File: src/rtl/vga_timing_pkg.sv
// 640x480@60 timing constants and the sync bundle that travels down the
// alignment pipe between the counters and the output register.
package vga_timing_pkg;

  localparam int unsigned CNT_W = 10;

  localparam int unsigned VGA_TOTAL_COLS    = 800;
  localparam int unsigned VGA_TOTAL_ROWS    = 525;
  localparam int unsigned VGA_ACTIVE_COLS   = 640;
  localparam int unsigned VGA_ACTIVE_ROWS   = 480;
  localparam int unsigned VGA_H_FRONT_PORCH = 16;
  localparam int unsigned VGA_H_SYNC_WIDTH  = 96;
  localparam int unsigned VGA_V_FRONT_PORCH = 10;
  localparam int unsigned VGA_V_SYNC_WIDTH  = 2;

  localparam int unsigned H_SYNC_START = VGA_ACTIVE_COLS + VGA_H_FRONT_PORCH;
  localparam int unsigned H_SYNC_END   = H_SYNC_START + VGA_H_SYNC_WIDTH;
  localparam int unsigned V_SYNC_START = VGA_ACTIVE_ROWS + VGA_V_FRONT_PORCH;
  localparam int unsigned V_SYNC_END   = V_SYNC_START + VGA_V_SYNC_WIDTH;

  // Raw, polarity-free decode of one count; polarity is applied at the output.
  typedef struct packed {
    logic hs;
    logic vs;
    logic act;
  } sync_bundle_t;

  localparam sync_bundle_t SYNC_IDLE = '{hs: 1'b0, vs: 1'b0, act: 1'b0};

  // Half-open window test lo <= v < hi on counter-width values.
  function automatic logic in_window(input logic [CNT_W-1:0] v,
                                     input logic [CNT_W-1:0] lo,
                                     input logic [CNT_W-1:0] hi);
    return (v >= lo) && (v < hi);
  endfunction

endpackage

File: src/rtl/sync_delay_line.sv
// Fixed-depth shift register with async active-low reset to RESET_VAL;
// DEPTH = 0 degenerates to a wire.
module sync_delay_line
  import vga_timing_pkg::*;
#(
  parameter int unsigned       DEPTH     = 0,
  parameter int unsigned       WIDTH     = $bits(sync_bundle_t),
  parameter logic [WIDTH-1:0]  RESET_VAL = '0
) (
  input  logic             clk,
  input  logic             rst_n,
  input  logic [WIDTH-1:0] din,
  output logic [WIDTH-1:0] dout
);

  if (DEPTH == 0) begin : g_pass
    logic unused_pass;
    assign unused_pass = clk & rst_n;
    assign dout        = din;
  end else begin : g_pipe
    logic [WIDTH-1:0] stage_q [DEPTH];
    logic [WIDTH-1:0] stage_d [DEPTH];

    always_comb begin
      stage_d[0] = din;
      for (int unsigned i = 1; i < DEPTH; i++) begin
        stage_d[i] = stage_q[i-1];
      end
    end

    always_ff @(posedge clk or negedge rst_n) begin
      if (!rst_n) begin
        for (int unsigned i = 0; i < DEPTH; i++) begin
          stage_q[i] <= RESET_VAL;
        end
      end else begin
        stage_q <= stage_d;
      end
    end

    assign dout = stage_q[DEPTH-1];
  end

endmodule

File: src/rtl/vga_sync_gen.sv
// VGA timing generator: column/row counters, sync/active decode delayed to
// match the renderer latency, and a blanking output register for RGB.
module vga_sync_gen
  import vga_timing_pkg::*;
#(
  parameter int unsigned TOTAL_COLS      = VGA_TOTAL_COLS,
  parameter int unsigned TOTAL_ROWS      = VGA_TOTAL_ROWS,
  parameter int unsigned ACTIVE_COLS     = VGA_ACTIVE_COLS,
  parameter int unsigned ACTIVE_ROWS     = VGA_ACTIVE_ROWS,
  parameter int unsigned H_FRONT_PORCH   = VGA_H_FRONT_PORCH,
  parameter int unsigned H_SYNC_WIDTH    = VGA_H_SYNC_WIDTH,
  parameter int unsigned V_FRONT_PORCH   = VGA_V_FRONT_PORCH,
  parameter int unsigned V_SYNC_WIDTH    = VGA_V_SYNC_WIDTH,
  parameter logic        SYNC_ACTIVE_LOW = 1'b1,
  parameter int unsigned RENDER_DELAY    = 0
) (
  input  logic       i_Clk,
  input  logic       i_Rst_n,
  input  logic       i_Enable,
  input  logic [3:0] i_Red,
  input  logic [3:0] i_Grn,
  input  logic [3:0] i_Blu,
  output logic [9:0] o_Col_Count,
  output logic [9:0] o_Row_Count,
  output logic       o_Frame_Start,
  output logic       o_HSync,
  output logic       o_VSync,
  output logic       o_Active,
  output logic [3:0] o_Red_Video,
  output logic [3:0] o_Grn_Video,
  output logic [3:0] o_Blu_Video
);

  localparam logic [CNT_W-1:0] COL_LAST = CNT_W'(TOTAL_COLS - 1);
  localparam logic [CNT_W-1:0] ROW_LAST = CNT_W'(TOTAL_ROWS - 1);
  localparam logic [CNT_W-1:0] ACT_COLS = CNT_W'(ACTIVE_COLS);
  localparam logic [CNT_W-1:0] ACT_ROWS = CNT_W'(ACTIVE_ROWS);
  localparam logic [CNT_W-1:0] HS_START = CNT_W'(ACTIVE_COLS + H_FRONT_PORCH);
  localparam logic [CNT_W-1:0] HS_END   = CNT_W'(ACTIVE_COLS + H_FRONT_PORCH + H_SYNC_WIDTH);
  localparam logic [CNT_W-1:0] VS_START = CNT_W'(ACTIVE_ROWS + V_FRONT_PORCH);
  localparam logic [CNT_W-1:0] VS_END   = CNT_W'(ACTIVE_ROWS + V_FRONT_PORCH + V_SYNC_WIDTH);

  if (TOTAL_COLS > (1 << CNT_W) || TOTAL_ROWS > (1 << CNT_W)) begin : g_bad_total
    $error("vga_sync_gen: TOTAL_COLS/TOTAL_ROWS exceed the 10-bit counters");
  end
  if (ACTIVE_COLS + H_FRONT_PORCH + H_SYNC_WIDTH > TOTAL_COLS - 1) begin : g_bad_h
    $error("vga_sync_gen: horizontal active + porch + sync exceeds TOTAL_COLS-1");
  end
  if (ACTIVE_ROWS + V_FRONT_PORCH + V_SYNC_WIDTH > TOTAL_ROWS - 1) begin : g_bad_v
    $error("vga_sync_gen: vertical active + porch + sync exceeds TOTAL_ROWS-1");
  end
  if (RENDER_DELAY > 4) begin : g_bad_delay
    $error("vga_sync_gen: RENDER_DELAY must be 0..4");
  end

  // ---------------------------------------------------------------- counters
  logic [CNT_W-1:0] col_q, col_d;
  logic [CNT_W-1:0] row_q, row_d;

  always_comb begin
    col_d = col_q;
    row_d = row_q;
    if (!i_Enable) begin
      col_d = '0;
      row_d = '0;
    end else if (col_q == COL_LAST) begin
      col_d = '0;
      row_d = (row_q == ROW_LAST) ? '0 : row_q + CNT_W'(1);
    end else begin
      col_d = col_q + CNT_W'(1);
    end
  end

  always_ff @(posedge i_Clk or negedge i_Rst_n) begin
    if (!i_Rst_n) begin
      col_q <= '0;
      row_q <= '0;
    end else begin
      col_q <= col_d;
      row_q <= row_d;
    end
  end

  // Reset gates the decode so no frame pulse leaks out while held in reset.
  assign o_Frame_Start = i_Rst_n && i_Enable && (col_q == '0) && (row_q == '0);

  // ------------------------------------------------------------------ decode
  sync_bundle_t cur_bundle;
  sync_bundle_t dly_bundle;

  always_comb begin
    cur_bundle = SYNC_IDLE;
    if (i_Enable) begin
      cur_bundle.hs  = in_window(col_q, HS_START, HS_END);
      cur_bundle.vs  = in_window(row_q, VS_START, VS_END);
      cur_bundle.act = (col_q < ACT_COLS) && (row_q < ACT_ROWS);
    end
  end

  sync_delay_line #(
    .DEPTH     (RENDER_DELAY),
    .WIDTH     ($bits(sync_bundle_t)),
    .RESET_VAL (SYNC_IDLE)
  ) u_sync_delay (
    .clk   (i_Clk),
    .rst_n (i_Rst_n),
    .din   (cur_bundle),
    .dout  (dly_bundle)
  );

  // ------------------------------------------------------- output register
  logic       hsync_q, hsync_d;
  logic       vsync_q, vsync_d;
  logic       active_q, active_d;
  logic [3:0] red_q, red_d;
  logic [3:0] grn_q, grn_d;
  logic [3:0] blu_q, blu_d;

  always_comb begin
    hsync_d  = dly_bundle.hs ^ SYNC_ACTIVE_LOW;
    vsync_d  = dly_bundle.vs ^ SYNC_ACTIVE_LOW;
    active_d = dly_bundle.act;
    red_d    = '0;
    grn_d    = '0;
    blu_d    = '0;
    if (dly_bundle.act) begin
      red_d = i_Red;
      grn_d = i_Grn;
      blu_d = i_Blu;
    end
  end

  always_ff @(posedge i_Clk or negedge i_Rst_n) begin
    if (!i_Rst_n) begin
      hsync_q  <= SYNC_ACTIVE_LOW;
      vsync_q  <= SYNC_ACTIVE_LOW;
      active_q <= 1'b0;
      red_q    <= '0;
      grn_q    <= '0;
      blu_q    <= '0;
    end else begin
      hsync_q  <= hsync_d;
      vsync_q  <= vsync_d;
      active_q <= active_d;
      red_q    <= red_d;
      grn_q    <= grn_d;
      blu_q    <= blu_d;
    end
  end

  assign o_Col_Count = col_q;
  assign o_Row_Count = row_q;
  assign o_HSync     = hsync_q;
  assign o_VSync     = vsync_q;
  assign o_Active    = active_q;
  assign o_Red_Video = red_q;
  assign o_Grn_Video = grn_q;
  assign o_Blu_Video = blu_q;

endmodule

File: config.mk
export PLATFORM = sky130hd
export DESIGN_NAME = vga_sync_gen
export DESIGN_NICKNAME = d
export VERILOG_FILES = /design/src/rtl/vga_timing_pkg.sv /design/src/rtl/sync_delay_line.sv /design/src/rtl/vga_sync_gen.sv
export SDC_FILE = /design/constraint.sdc
export NUM_CORES = 1
export LEC_CHECK = 0
export ABC_AREA = 0
export CAP_MARGIN = 10
export CELL_PAD_IN_SITES_DETAIL_PLACEMENT = 0
export CELL_PAD_IN_SITES_GLOBAL_PLACEMENT = 2
export CORE_MARGIN = 5
export CORE_UTILIZATION = 26
export DETAILED_ROUTE_END_ITERATION = 7
export GPL_ROUTABILITY_DRIVEN = 0
export PLACE_DENSITY_LB_ADDON = 0.1
export SLEW_MARGIN = 20
export SYNTH_ARGS = -nofsm -noshare
export SYNTH_HDL_FRONTEND = slang
export SYNTH_SLANG_ARGS = --single-unit
File: constraint.sdc
create_clock -name i_Clk -period 1.5 [get_ports i_Clk]
set_input_delay 0.225 -clock i_Clk [delete_from_list [all_inputs] [get_ports i_Clk]]
set_output_delay 0.225 -clock i_Clk [all_outputs]
set_load 0.005 [all_outputs]
Word-level counts from Yosys, hierarchy flattened
Index checks and enable logic that the tools add are counted.

storage, ports and cells
  output and inout bits = 36
  word-level logic and storage cells = 38
  flip-flop bits (word level) = 35
  input port bits = 15

cells by class
  reductions and logical operators = 8
  mux-type cells = 9
  add/subtract/negate cells = 2
  bitwise gates (word level) = 2
  $lt $le $gt $ge = 6
  equality and inequality tests = 3

operators by type and width
  operator                                                            count
  2-to-1 mux 10 bit                                                   5
  adder 10 x 1 -> 10 bit, second input constant                       2
  == test 10 bit, second input constant                               2
  zero test 10 bit                                                    2
  < comparator 10 bit, second input constant                          2
  < comparator 10 x 9 -> 1 bit, second input constant                 2
  2-to-1 mux 4 bit                                                    3
  greater-or-equal comparator 10 bit, second input constant           1
  greater-or-equal comparator 10 x 9 -> 1 bit, second input constant  1
  logical AND 1 bit                                                   6
  2-to-1 mux 3 bit                                                    1
  != test 2 x 1 -> 1 bit, second input constant                       1
  NOT 1 bit                                                           2

Depth between registers and ports, before layout
Gate-level depths: netlist (run 1).

  word-level depth = 4
  gate-level depth with buffers = 7
  mapped depth without buffers = 6

Hierarchy
From an unflattened synthesis (run 1), not the netlist that was laid out.

second synthesis, totals
  cells, all modules = 161
  area total of the unflattened synthesis = 1764.2 sq um

by module, submodules not included
  module           area an instance (sq um)  instances  cells an instance  sequential area each (sq um)
  vga_sync_gen     1741.7                    1          158                878.3
  sync_delay_line  22.5                      1          3                  0.0

Worst setup path after synthesis (run 1)
OpenSTA, ideal clock, no wires.

  path kind = register to register
  start = register row_q[0] (netlist: o_Row_Count[0])
  end = register row_q[9] (netlist: o_Row_Count[9])
  cell stages (with the launch flop) = 8
  library setup time = 0.082 ns
  path buffers = 1
  data required time = 1.418 ns
  period minus slack after synthesis = 1.605 ns
  data arrival time = 1.523 ns
  setup slack = -0.105 ns
  cell sequence = dfrtp_1 > inv_1 > ha_1 > and2b_2 > a31oi_2 > buf_6 > nand3b_1 > a31oi_1

between the ends
  cells in the longest elaborated chain, start to end = 4
  elaborated cells between the ends (all ways) = 5
  those cells by class = 1 x add/sub; 1 x eq/ne; 3 x mux

ends and longest elaborated chain
  element                                                          line                text
  start, declared                                                  vga_sync_gen.sv:58  logic [CNT_W-1:0] row_q, row_d;
  start signal, assigned                                           vga_sync_gen.sv:80  row_q <= row_d;
  adder 10 x 1 -> 10 bit / == test 10 bit (equally long branches)  vga_sync_gen.sv:68  row_d = (row_q == ROW_LAST) ? '0 : row_q + CNT_W'(1);
  2-to-1 mux 10 bit *                                              vga_sync_gen.sv:68
  2-to-1 mux 10 bit *                                              vga_sync_gen.sv:66  end else if (col_q == COL_LAST) begin
  2-to-1 mux 10 bit *                                              vga_sync_gen.sv:63  if (!i_Enable) begin

Every way passes the cells marked *; elsewhere a longest branch is shown, timed or not. The select of a mux whose other input is x is not followed.
A chain may end at the register's enable or synchronous reset.

Worst setup path after layout (run 1)
  start = register col_q[5] (netlist: o_Col_Count[5])
  end = output o_Frame_Start

between the ends
  cells in the longest elaborated chain, start to end = 3

ends and longest elaborated chain
  element                          line                text
  start, declared                  vga_sync_gen.sv:57  logic [CNT_W-1:0] col_q, col_d;
  start signal, assigned           vga_sync_gen.sv:79  col_q <= col_d;
  zero test 10 bit                 vga_sync_gen.sv:85  assign o_Frame_Start = i_Rst_n && i_Enable && (col_q == '0) && (row_q == '0);
  logical AND 1 bit (2 in series)  vga_sync_gen.sv:85
  end, declared                    vga_sync_gen.sv:25  output logic o_Frame_Start,

No other way between the ends.

==> out/results.ini, run 1 <==
[critical_path]
start_kind=register
crit_chain=or3_4 > buf_4 > nor4_2 > buf_2
r2r-start=o_Col_Count[0]$_DFF_PN0_
r2r-end=o_Row_Count[2]$_DFFE_PN0P_
ff2ff_path_depth=8
crit_cells=4
critical_path.max_fanout=2
max_stage_delay_ns=0.40
reg2reg_slack_ns=-0.18
cp.arrival_ns=1.57
endpoint_kind=primary output
critical_path.top_delay_family=simple AND/OR/NAND/NOR gates
path_buf_inv=2
required_ns=1.27
worst-setup-path-type=reg2out
crit_slowest_cell=or3_4

[global_routing]
use_met3=0.05155
grt_use_met2=0.2118
grt_most_used_layer=met2
first_global_vias=1779
grt_max_degree=36
grt-ovfl-total=0
grt.total_usage=0.1336
grt_pass1_wl_mm=8.949
antenna_found_initial=0
met1_usage=0.1672

[finish]
areaGrowthSynthToFinish_pct=71.21
fin_cells=345
seqCellArea_um2=878.3
drive_gt1_frac=0.3507
final_cell_area_mm2=0.002969
layout.nets=288
antenna_cells=0
multi_input_area_um2=868.3
fill_cells=622

[yosys]
synth_area_leaders=dfrtp_1, and2_1, ha_1, dfstp_2, nand3_1
yosysSeqAreaShare=0.5065
synthFlopType=dfrtp_1
netlist_area_mm2=0.001734
syn_nets=181
synth-xor-area-share=0.03535
async_flop_share=1.000
synth_most_common_cell=dfrtp_1
yosys_register_bits=35
ys_top_cells_by_count=dfrtp_1, and2_1, nand2_1
synth_top_family_by_area=simple AND/OR/NAND/NOR gates
synth.distinct_cells=42
synth_fa_ha_area_frac=0.03608
synth_top_cell_area_share=0.4762
synth.area.mux_share=0.01154
syn_avg_cell_area_um2=10.77
synth_edf_count=0
synth_compound_area_frac=0.08874
postSynthCellCount=161
synth.largest_area_cell=dfrtp_1
synth-simple-area-share=0.2684
synth.yosys.warnings=0

[timing]
layout_min_cycle_time_ns=1.798
fin_worst_skew_ns=0.008548
hold_slack_ns=0.3983
slew_viol_final=0
setup_viol=18
rsz0062_at_grt=yes
max_freq_mhz=556.2
tightest_slew_ns=0.4660
hold_violations=0
max-slew-margin-rel=0.6893
setup_ws_ns=-0.2980
post-route-period-util=1.199

[placement]
hpwl_mm=3.757
placed_area_mm2=0.002601
dp_cells=321
place_ws_ns=-0.6340
place.port_buffers=50

[run_status]
status=finished, violations left
violations=setup timing

[min_path]
hold_path_class=in2async

[drt]
via_per_inst=4.707
avgRoutedWirePerCell_um=15.13
vias=1624
ant_nets=0
dr.pass1.iters=4
drc=0
routed_wirelength_mm=5.219
drtIter0Drc=43

[die]
rows=29
core_region_area_mm2=0.006422
initial_utilization=0.2700
die_w_um=91.67
die_area_mm2=0.008403
die_h_um=91.67
io_pins=51

[pwr]
powerDensity_mw_per_mm2=650.0
combPwrFrac=0.128
power.internal_mw=1.474
p_leak_nw=1.393
finalPower_mw=1.930
p_seq_frac=0.506
p_sw_mw=0.4559
peakVddDrop_mv=0.4455
swShare=0.2362
clock_power_share=0.365

[clocking]
h-tree-depth=2
clock-sinks=35
cts_made_buffers=5
cts.reportedPaths.clkPinSlew_ns=0.08
cts_tree=yes
clock_latency_ns=0.29
clk_path_buf_depth=2
root_buffer=clkbuf_8
ctsHoldBuffers=0

[run]
cap_violations=0

how the worst max path moves through the flow:
stage / endpoint / startpoint
3_5_place_dp: o_Frame_Start / i_Rst_n
5_1_grt: o_Frame_Start / o_Col_Count[5]$_DFF_PN0_
4_1_cts: o_Frame_Start / o_Col_Count[0]$_DFF_PN0_
6_report: o_Frame_Start / o_Col_Count[5]$_DFF_PN0_
2_1_floorplan: o_Row_Count[3]$_DFFE_PN0P_ / o_Col_Count[7]$_DFF_PN0_
3_3_place_gp: o_Frame_Start / i_Rst_n
registers in the layout, summed over array words and instances (netlist names):
register     cells
o_Active         1
o_Blu_Video      4
o_Col_Count     10
o_Grn_Video      4
o_HSync          1
o_Red_Video      4
o_Row_Count     10
o_VSync          1
through the flow:
step	utilization	TNS, ns
after floorplan	-	-0.6824
after global placement	0.4050	-3.825
after detailed placement	0.4050	-4.115
after CTS	0.4522	-2.066
after global routing	0.4623	-4.805
final	0.4623	-2.433
power by group through the flow:
stage	registers, mW	logic, mW	clock network [mW]
6_report	0.977	0.248	0.705
5_1_grt	0.979	0.275	0.780
3_5_place_dp	0.994	0.229	0
4_1_cts	0.976	0.242	0.729
3_3_place_gp	0.994	0.226	0
2_1_floorplan	1.00	0.0600	0
per-layer routing:
layer | part of all wire | vias to the layer above
li1 | - | 780
met1 | 0.44 | 777
met3 | 0.081 | 7
met5 | 0 | -
met4 | 0.012 | 0
met2 | 0.47 | 60
what timing repair did:
action                     in CTS  in global routing
cloned                          1                  1
setup endpoints to repair      38                 32
buffers inserted               15                  2
pin swaps                       9                  4
gates resized for setup        53                 12
hold endpoints to repair        0                  0
worst reg2reg max path, cell delays in order (launching register included):
cell      delay [ns]
dfrtp_1         0.35
buf_4           0.15
ha_4            0.14
nand4_1         0.14
buf_4           0.18
o31ai_4         0.21
buf_6           0.17
a21boi_2        0.16
mux2i_1         0.08
cells in the final DEF, fill, tap and decap left out, types with 4 or more instances in the layout:
master           instances
buf_6                   18
nand3_1                  7
dlygate4sd2_1           20
buf_4                   35
a31oi_1                  7
nand4_1                  4
clkbuf_8                 6
xor2_1                   4
nor3_1                   5
nand2_1                 12
a21boi_2                 4
clkdlybuf4s50_1         27
nor2_1                  10
inv_1                    6
and2_1                  12
dfrtp_1                 33
cell families after synthesis:
| family | after synthesis |
|---|---|
| flops | 35 |
| compound gates | 21 |
| mux | 2 |
| buf+inv | 14 |
| fa+ha+maj | 5 |
| xor+xnor | 7 |
| simple gates | 77 |
layout make-up:
cell class | count | share of cell area
Clock inverter | 1 | 0.001686
Inverter | 8 | 0.01011
Tap cell | 77 | 0.03245
Sequential cell | 35 | 0.2958
Multi-Input combinational cell | 112 | 0.2925
Clock buffer | 6 | 0.02781
Timing Repair Buffer | 106 | 0.3397
Power figures use the tool's default switching activity.
==> run 2, diff against run 1 <==
==> constraint.sdc (replaced) <==
create_clock -name i_Clk -period 1.5 [get_ports i_Clk]
set_input_delay 0.15 -clock i_Clk [delete_from_list [all_inputs] [get_ports i_Clk]]
set_output_delay 0.15 -clock i_Clk [all_outputs]
set_load 0.005 [all_outputs]
==> out/results.ini, run 2 (synthesized netlist as in run 1, its figures left out) <==
[run_status]
status=finished, violations left
violations=setup timing

[placement]
place_ws_ns=-0.4605  ; +0.1735 ns
place.port_buffers=50  ; unchanged
hpwl_mm=3.689  ; -1.8%
dp_cells=320  ; -0.31%

[finish]
drive_gt1_frac=0.3308  ; -0.01995
seqCellArea_um2=878.3  ; unchanged
layout.nets=282  ; -2.1%
antenna_cells=0  ; unchanged
areaGrowthSynthToFinish_pct=72.51
fill_cells=625  ; +0.48%
fin_util=0.4658  ; +0.003506
layout_commonest_cell=clkdlybuf4s50_1
fin_cells=340  ; -1.4%
layout_common_cells=clkdlybuf4s50_1, dfrtp_1, buf_4
multi_input_area_um2=858.3  ; -1.2%

[pwr]
p_sw_mw=0.4462  ; -2.1%
clock_power_share=0.450  ; +0.085
combPwrFrac=0.111  ; -0.017
finalPower_mw=2.227  ; +15%
power.internal_mw=1.781  ; +21%
p_seq_frac=0.439  ; -0.067
swShare=0.2004  ; -0.03583
p_leak_nw=1.415  ; +1.6%
peakVddDrop_mv=0.4775  ; +7.2%
powerDensity_mw_per_mm2=744.3  ; +15%

[timing]
setup_ws_ns=-0.2181  ; +0.07992 ns
setup_viol=18  ; unchanged
slew_viol_final=0  ; unchanged
layout_min_cycle_time_ns=1.718  ; -0.07992 ns
rsz0062_at_grt=yes
tightest_slew_ns=0.4563  ; -0.009691 ns
max-slew-margin-rel=0.6958  ; +0.006461
fin_worst_skew_ns=0.002610  ; -0.005938 ns
finalSetupTns_ns=-2.709  ; -0.2761 ns
max_freq_mhz=582.0  ; +4.7%
hold_violations=0  ; unchanged
post-route-period-util=1.145  ; -0.05328

[global_routing]
grt-ovfl-total=0  ; unchanged
grt_max_degree=36  ; unchanged
grt_pass1_wl_mm=8.307  ; -7.2%
first_global_vias=1630  ; -8.4%
antenna_found_initial=0  ; unchanged
grt.total_usage=0.1266  ; -0.006978

[drt]
avgRoutedWirePerCell_um=15.27  ; +0.97%
drtIter0Drc=84  ; +95%
vias=1577  ; -2.9%
dr.pass1.iters=4  ; unchanged
ant_nets=0  ; unchanged
routed_wirelength_mm=5.193  ; -0.50%
via_per_inst=4.638  ; -1.5%
drc=0  ; unchanged

[critical_path]
startpoint=o_Row_Count[7]$_DFFE_PN0P_
r2r-start=o_Col_Count[0]$_DFF_PN0_
required_ns=1.35  ; +0.08 ns
path_buf_inv=1  ; -1
max_stage_delay_ns=0.43  ; +0.03 ns
crit_slowest_cell=dfrtp_1
critical_path.max_fanout=2  ; unchanged
reg2reg_slack_ns=-0.20  ; -0.02 ns
crit_chain=nor4_4 > nand4_1 > nor4_2 > buf_2
worst-setup-path-type=reg2out
start_kind=register
cp.arrival_ns=1.57  ; about the same
endpoint_kind=primary output
critical_path.top_delay_family=simple AND/OR/NAND/NOR gates

[run]
cap_violations=0  ; unchanged

[min_path]
hold_path_class=in2async

[clocking]
cts.reportedPaths.clkPinSlew_ns=0.07  ; about the same
cts_tree=yes
h-tree-depth=2  ; unchanged
clock-sinks=35  ; unchanged
root_buffer=clkbuf_8
cts_made_buffers=5  ; unchanged
clock_latency_ns=0.28  ; about the same
clk_path_buf_depth=2  ; unchanged

[die]
die_h_um=91.67  ; unchanged
core_region_area_mm2=0.006422  ; unchanged
die_w_um=91.67  ; unchanged
io_pins=51  ; unchanged
rows=29  ; unchanged
initial_utilization=0.2700  ; unchanged
die_area_mm2=0.008403  ; unchanged

[run 2: cell count changes in the layout (fill, tap and decap cells not counted), moves of 2 or more]
cell | previous run | this run
dlygate4sd2_1 | 20 | 3
clkdlybuf4s50_1 | 27 | 38
dlymetal6s2s_1 | 2 | 8
buf_4 | 35 | 30
bufinv_16 | 0 | 2
nand3_1 | 7 | 9
nand3_2 | 2 | 0
[run 2: path summary, 6_finish.rpt]
kind,endpoint,cells after the start
max,o_Frame_Start,4
min,o_Row_Count[9]$_DFFE_PN0P_,2
max reg2reg,o_Row_Count[3]$_DFFE_PN0P_,8
min reg2reg,o_Col_Count[0]$_DFF_PN0_,2
max in group asynchronous,o_HSync$_DFF_PN1_,2
min in group i_Clk,o_Blu_Video[0]$_DFF_PN0_,2
[run 2: repair_timing]
| action | 4_1_cts | 5_1_grt |
|---|---|---|
| cloned | 1 | 1 |
| buffers inserted | 6 | 4 |
| hold buffers | 0 | 0 |
| pin swaps | 8 | 4 |
| setup endpoints to repair | 26 | 39 |
| resized for setup | 21 | 30 |
[run 2: cell type report]
| type | instances | area share |
|---|---|---|
| repair buffers | 100 | 0.3329 |
| flip-flops and latches | 35 | 0.2936 |
| multi-input cells | 112 | 0.2869 |
| well taps | 77 | 0.03220 |
| clock buffers | 6 | 0.02426 |
| clock inverters | 2 | 0.02008 |
| inverters | 8 | 0.01004 |
[run 2: power groups by stage]
stage | registers (mW) | clock network (mW) | logic, mW
after floorplan | 1.00 | 0 | 0.0600
after global placement | 0.994 | 0 | 0.227
after detailed placement | 0.994 | 0 | 0.227
after CTS | 0.977 | 1.04 | 0.236
after global routing | 0.980 | 1.08 | 0.273
final | 0.978 | 1.00 | 0.246
[run 2: metal layers]
layer,wire length (µm),GRT usage,up-vias
li1,-,-,772
met1,2268,0.1635,745
met2,2394,0.1850,51
met3,439,0.05155,9
met4,90,0.05779,0
met5,0,0,-
[run 2: stage by stage]
step | cell area, µm² | hold slack [ns]
final | 2992 | 0.3521
after global routing | 2992 | 0.4059
after CTS | 2855 | 0.3738
after detailed placement | 2594 | 0.5335
after global placement | 2594 | 0.5355
after floorplan | 1749 | -0.1456
==> run 3, diff against run 2 <==
SKIP_LAST_GASP = 1   (was not set)
SLEW_MARGIN = not set   (was 20)
==> out/results.ini, run 3 (synthesized netlist as in run 1, its figures left out) <==
[run_status]
status=finished, violations left
violations=setup timing

[timing]
setup_viol=19  ; +1
tightest_slew_ns=0.4511  ; -0.005242 ns
hold_violations=0  ; unchanged
max-slew-margin-rel=0.6993  ; +0.003495
setup_ws_ns=-0.2253  ; -0.007204 ns
slew_viol_final=0  ; unchanged
max_freq_mhz=579.6  ; -0.42%
fin_worst_skew_ns=0.002894  ; +0.0002840 ns
rsz0062_at_grt=yes
post-route-period-util=1.150  ; +0.004803
layout_min_cycle_time_ns=1.725  ; +0.007204 ns

[pwr]
peakVddDrop_mv=0.4778  ; about the same
p_seq_frac=0.440  ; about the same
finalPower_mw=2.223  ; -0.16%
p_sw_mw=0.4444  ; -0.41%
p_leak_nw=1.467  ; +3.7%
power.internal_mw=1.779  ; -0.10%
clock_power_share=0.450  ; about the same
swShare=0.1999  ; -0.0005000
combPwrFrac=0.110  ; about the same
powerDensity_mw_per_mm2=732.4  ; -1.6%

[critical_path]
worst-setup-path-type=reg2out
ff2ff_path_depth=8  ; unchanged
endpoint_kind=primary output
cp.arrival_ns=1.58  ; about the same
required_ns=1.35  ; about the same
critical_path.max_fanout=2  ; unchanged
start_kind=register

[finish]
antenna_cells=0  ; unchanged
areaGrowthSynthToFinish_pct=75.04
layout_common_cells=clkdlybuf4s50_1, buf_4, dfrtp_1
drive_gt1_frac=0.3420  ; +0.01121
fill_cells=615  ; -1.6%
layout_commonest_cell=clkdlybuf4s50_1
layout.nets=288  ; +2.1%
fin_cells=346  ; +1.8%

[drt]
vias=1600  ; +1.5%
dr.pass1.iters=4  ; unchanged
avgRoutedWirePerCell_um=15.08  ; -1.3%
routed_wirelength_mm=5.216  ; +0.44%
ant_nets=0  ; unchanged
drc=0  ; unchanged
via_per_inst=4.624  ; -0.30%
drtIter0Drc=75  ; -11%

[die]
rows=29  ; unchanged
core_region_area_mm2=0.006422  ; unchanged
die_area_mm2=0.008403  ; unchanged
initial_utilization=0.2700  ; unchanged
die_h_um=91.67  ; unchanged
io_pins=51  ; unchanged
die_w_um=91.67  ; unchanged

[clocking]
clock_latency_ns=0.28  ; about the same
cts.reportedPaths.clkPinSlew_ns=0.07  ; about the same
clk_path_buf_depth=2  ; unchanged
clock-sinks=35  ; unchanged
root_buffer=clkbuf_8
ctsHoldBuffers=0  ; unchanged
cts_made_buffers=5  ; unchanged
h-tree-depth=2  ; unchanged
cts_tree=yes

[global_routing]
first_global_vias=1630  ; unchanged
grt_max_degree=36  ; unchanged
antenna_found_initial=0  ; unchanged
grt.total_usage=0.1266  ; unchanged
grt-ovfl-total=0  ; unchanged
grt_pass1_wl_mm=8.307  ; unchanged

[run]
cap_violations=0  ; unchanged

[placement]
place.port_buffers=50  ; unchanged
hpwl_mm=3.689  ; unchanged
dp_cells=320  ; unchanged

[min_path]
hold_path_class=in2async

[run 3: cell count changes in the layout (fill, tap and decap cells not counted)]
cell	change
buf_4	+8
dlygate4sd2_1	-3
buf_6	-2
dlymetal6s2s_1	+2
and2_1	+1
and2_4	-1
clkdlybuf4s50_1	+1
[run 3: power groups by stage]
stage	registers [mW]	logic [mW]	clock network [mW]
finish	0.977	0.245	1.00
CTS	0.977	0.236	1.04
global placement	0.994	0.227	0
detailed placement	0.994	0.227	0
global route	0.979	0.271	1.08
floorplan	1.00	0.0600	0
[run 3: final timing paths]
kind,startpoint,endpoint,slack [ns]
max,o_Row_Count[7]$_DFFE_PN0P_,o_Frame_Start,-0.23
min,i_Rst_n,o_Row_Count[7]$_DFFE_PN0P_,0.34
max reg2reg,o_Col_Count[0]$_DFF_PN0_,o_Row_Count[3]$_DFFE_PN0P_,-0.20
min reg2reg,o_Col_Count[0]$_DFF_PN0_,o_Col_Count[0]$_DFF_PN0_,0.55
max in group asynchronous,i_Rst_n,o_HSync$_DFF_PN1_,0.81
min in group i_Clk,i_Blu[0],o_Blu_Video[0]$_DFF_PN0_,0.41
[run 3: through the flow]
| stage | setup TNS [ns] | instance area [µm²] | util | setup slack [ns] | hold WS [ns] |
|---|---|---|---|---|---|
| 6_report | -2.585 | 3035 | 0.4726 | -0.2253 | 0.3440 |
| 5_1_grt | -5.114 | 3035 | 0.4726 | -0.4051 | 0.4068 |
| 4_1_cts | -2.447 | 2844 | 0.4428 | -0.2434 | 0.3738 |
| 3_5_place_dp | -3.392 | 2594 | 0.4039 | -0.4605 | 0.5335 |
| 3_3_place_gp | -2.178 | 2594 | 0.4039 | -0.4135 | 0.5355 |
| 2_1_floorplan | -0.6824 | 1749 | - | -0.07945 | -0.1456 |
[run 3: cell type report]
cell class	count	area, µm²	area share
Timing Repair Buffer	106	1042	0.3434
Tap cell	77	96.34	0.03174
Inverter	8	30.03	0.009893
Clock buffer	6	72.57	0.02391
Multi-Input combinational cell	112	855.8	0.2819
Clock inverter	2	60.06	0.01979
Sequential cell	35	878.3	0.2894
[run 3: what timing repair did]
action | in CTS | in global routing
setup buffers | 6 | 10
pin swaps | 8 | 4
gates cloned | 1 | 1
resized for setup | 14 | 33
setup endpoints to repair | 26 | 42
[run 3: worst max-delay path, stage by stage (launching register included)]
cell	delay [ns]
dfrtp_1	0.43
nor4_4	0.33
nand4_1	0.15
nor4_2	0.22
buf_2	0.15
[run 3: layer usage]
metal / vias to the layer above / track usage / wire (µm)
met5: - / 0 / 0
met4: 0 / 0.05779 / 109
met3: 11 / 0.05155 / 428
met2: 53 / 0.1850 / 2414
met1: 754 / 0.1635 / 2263
li1: 782 / - / -
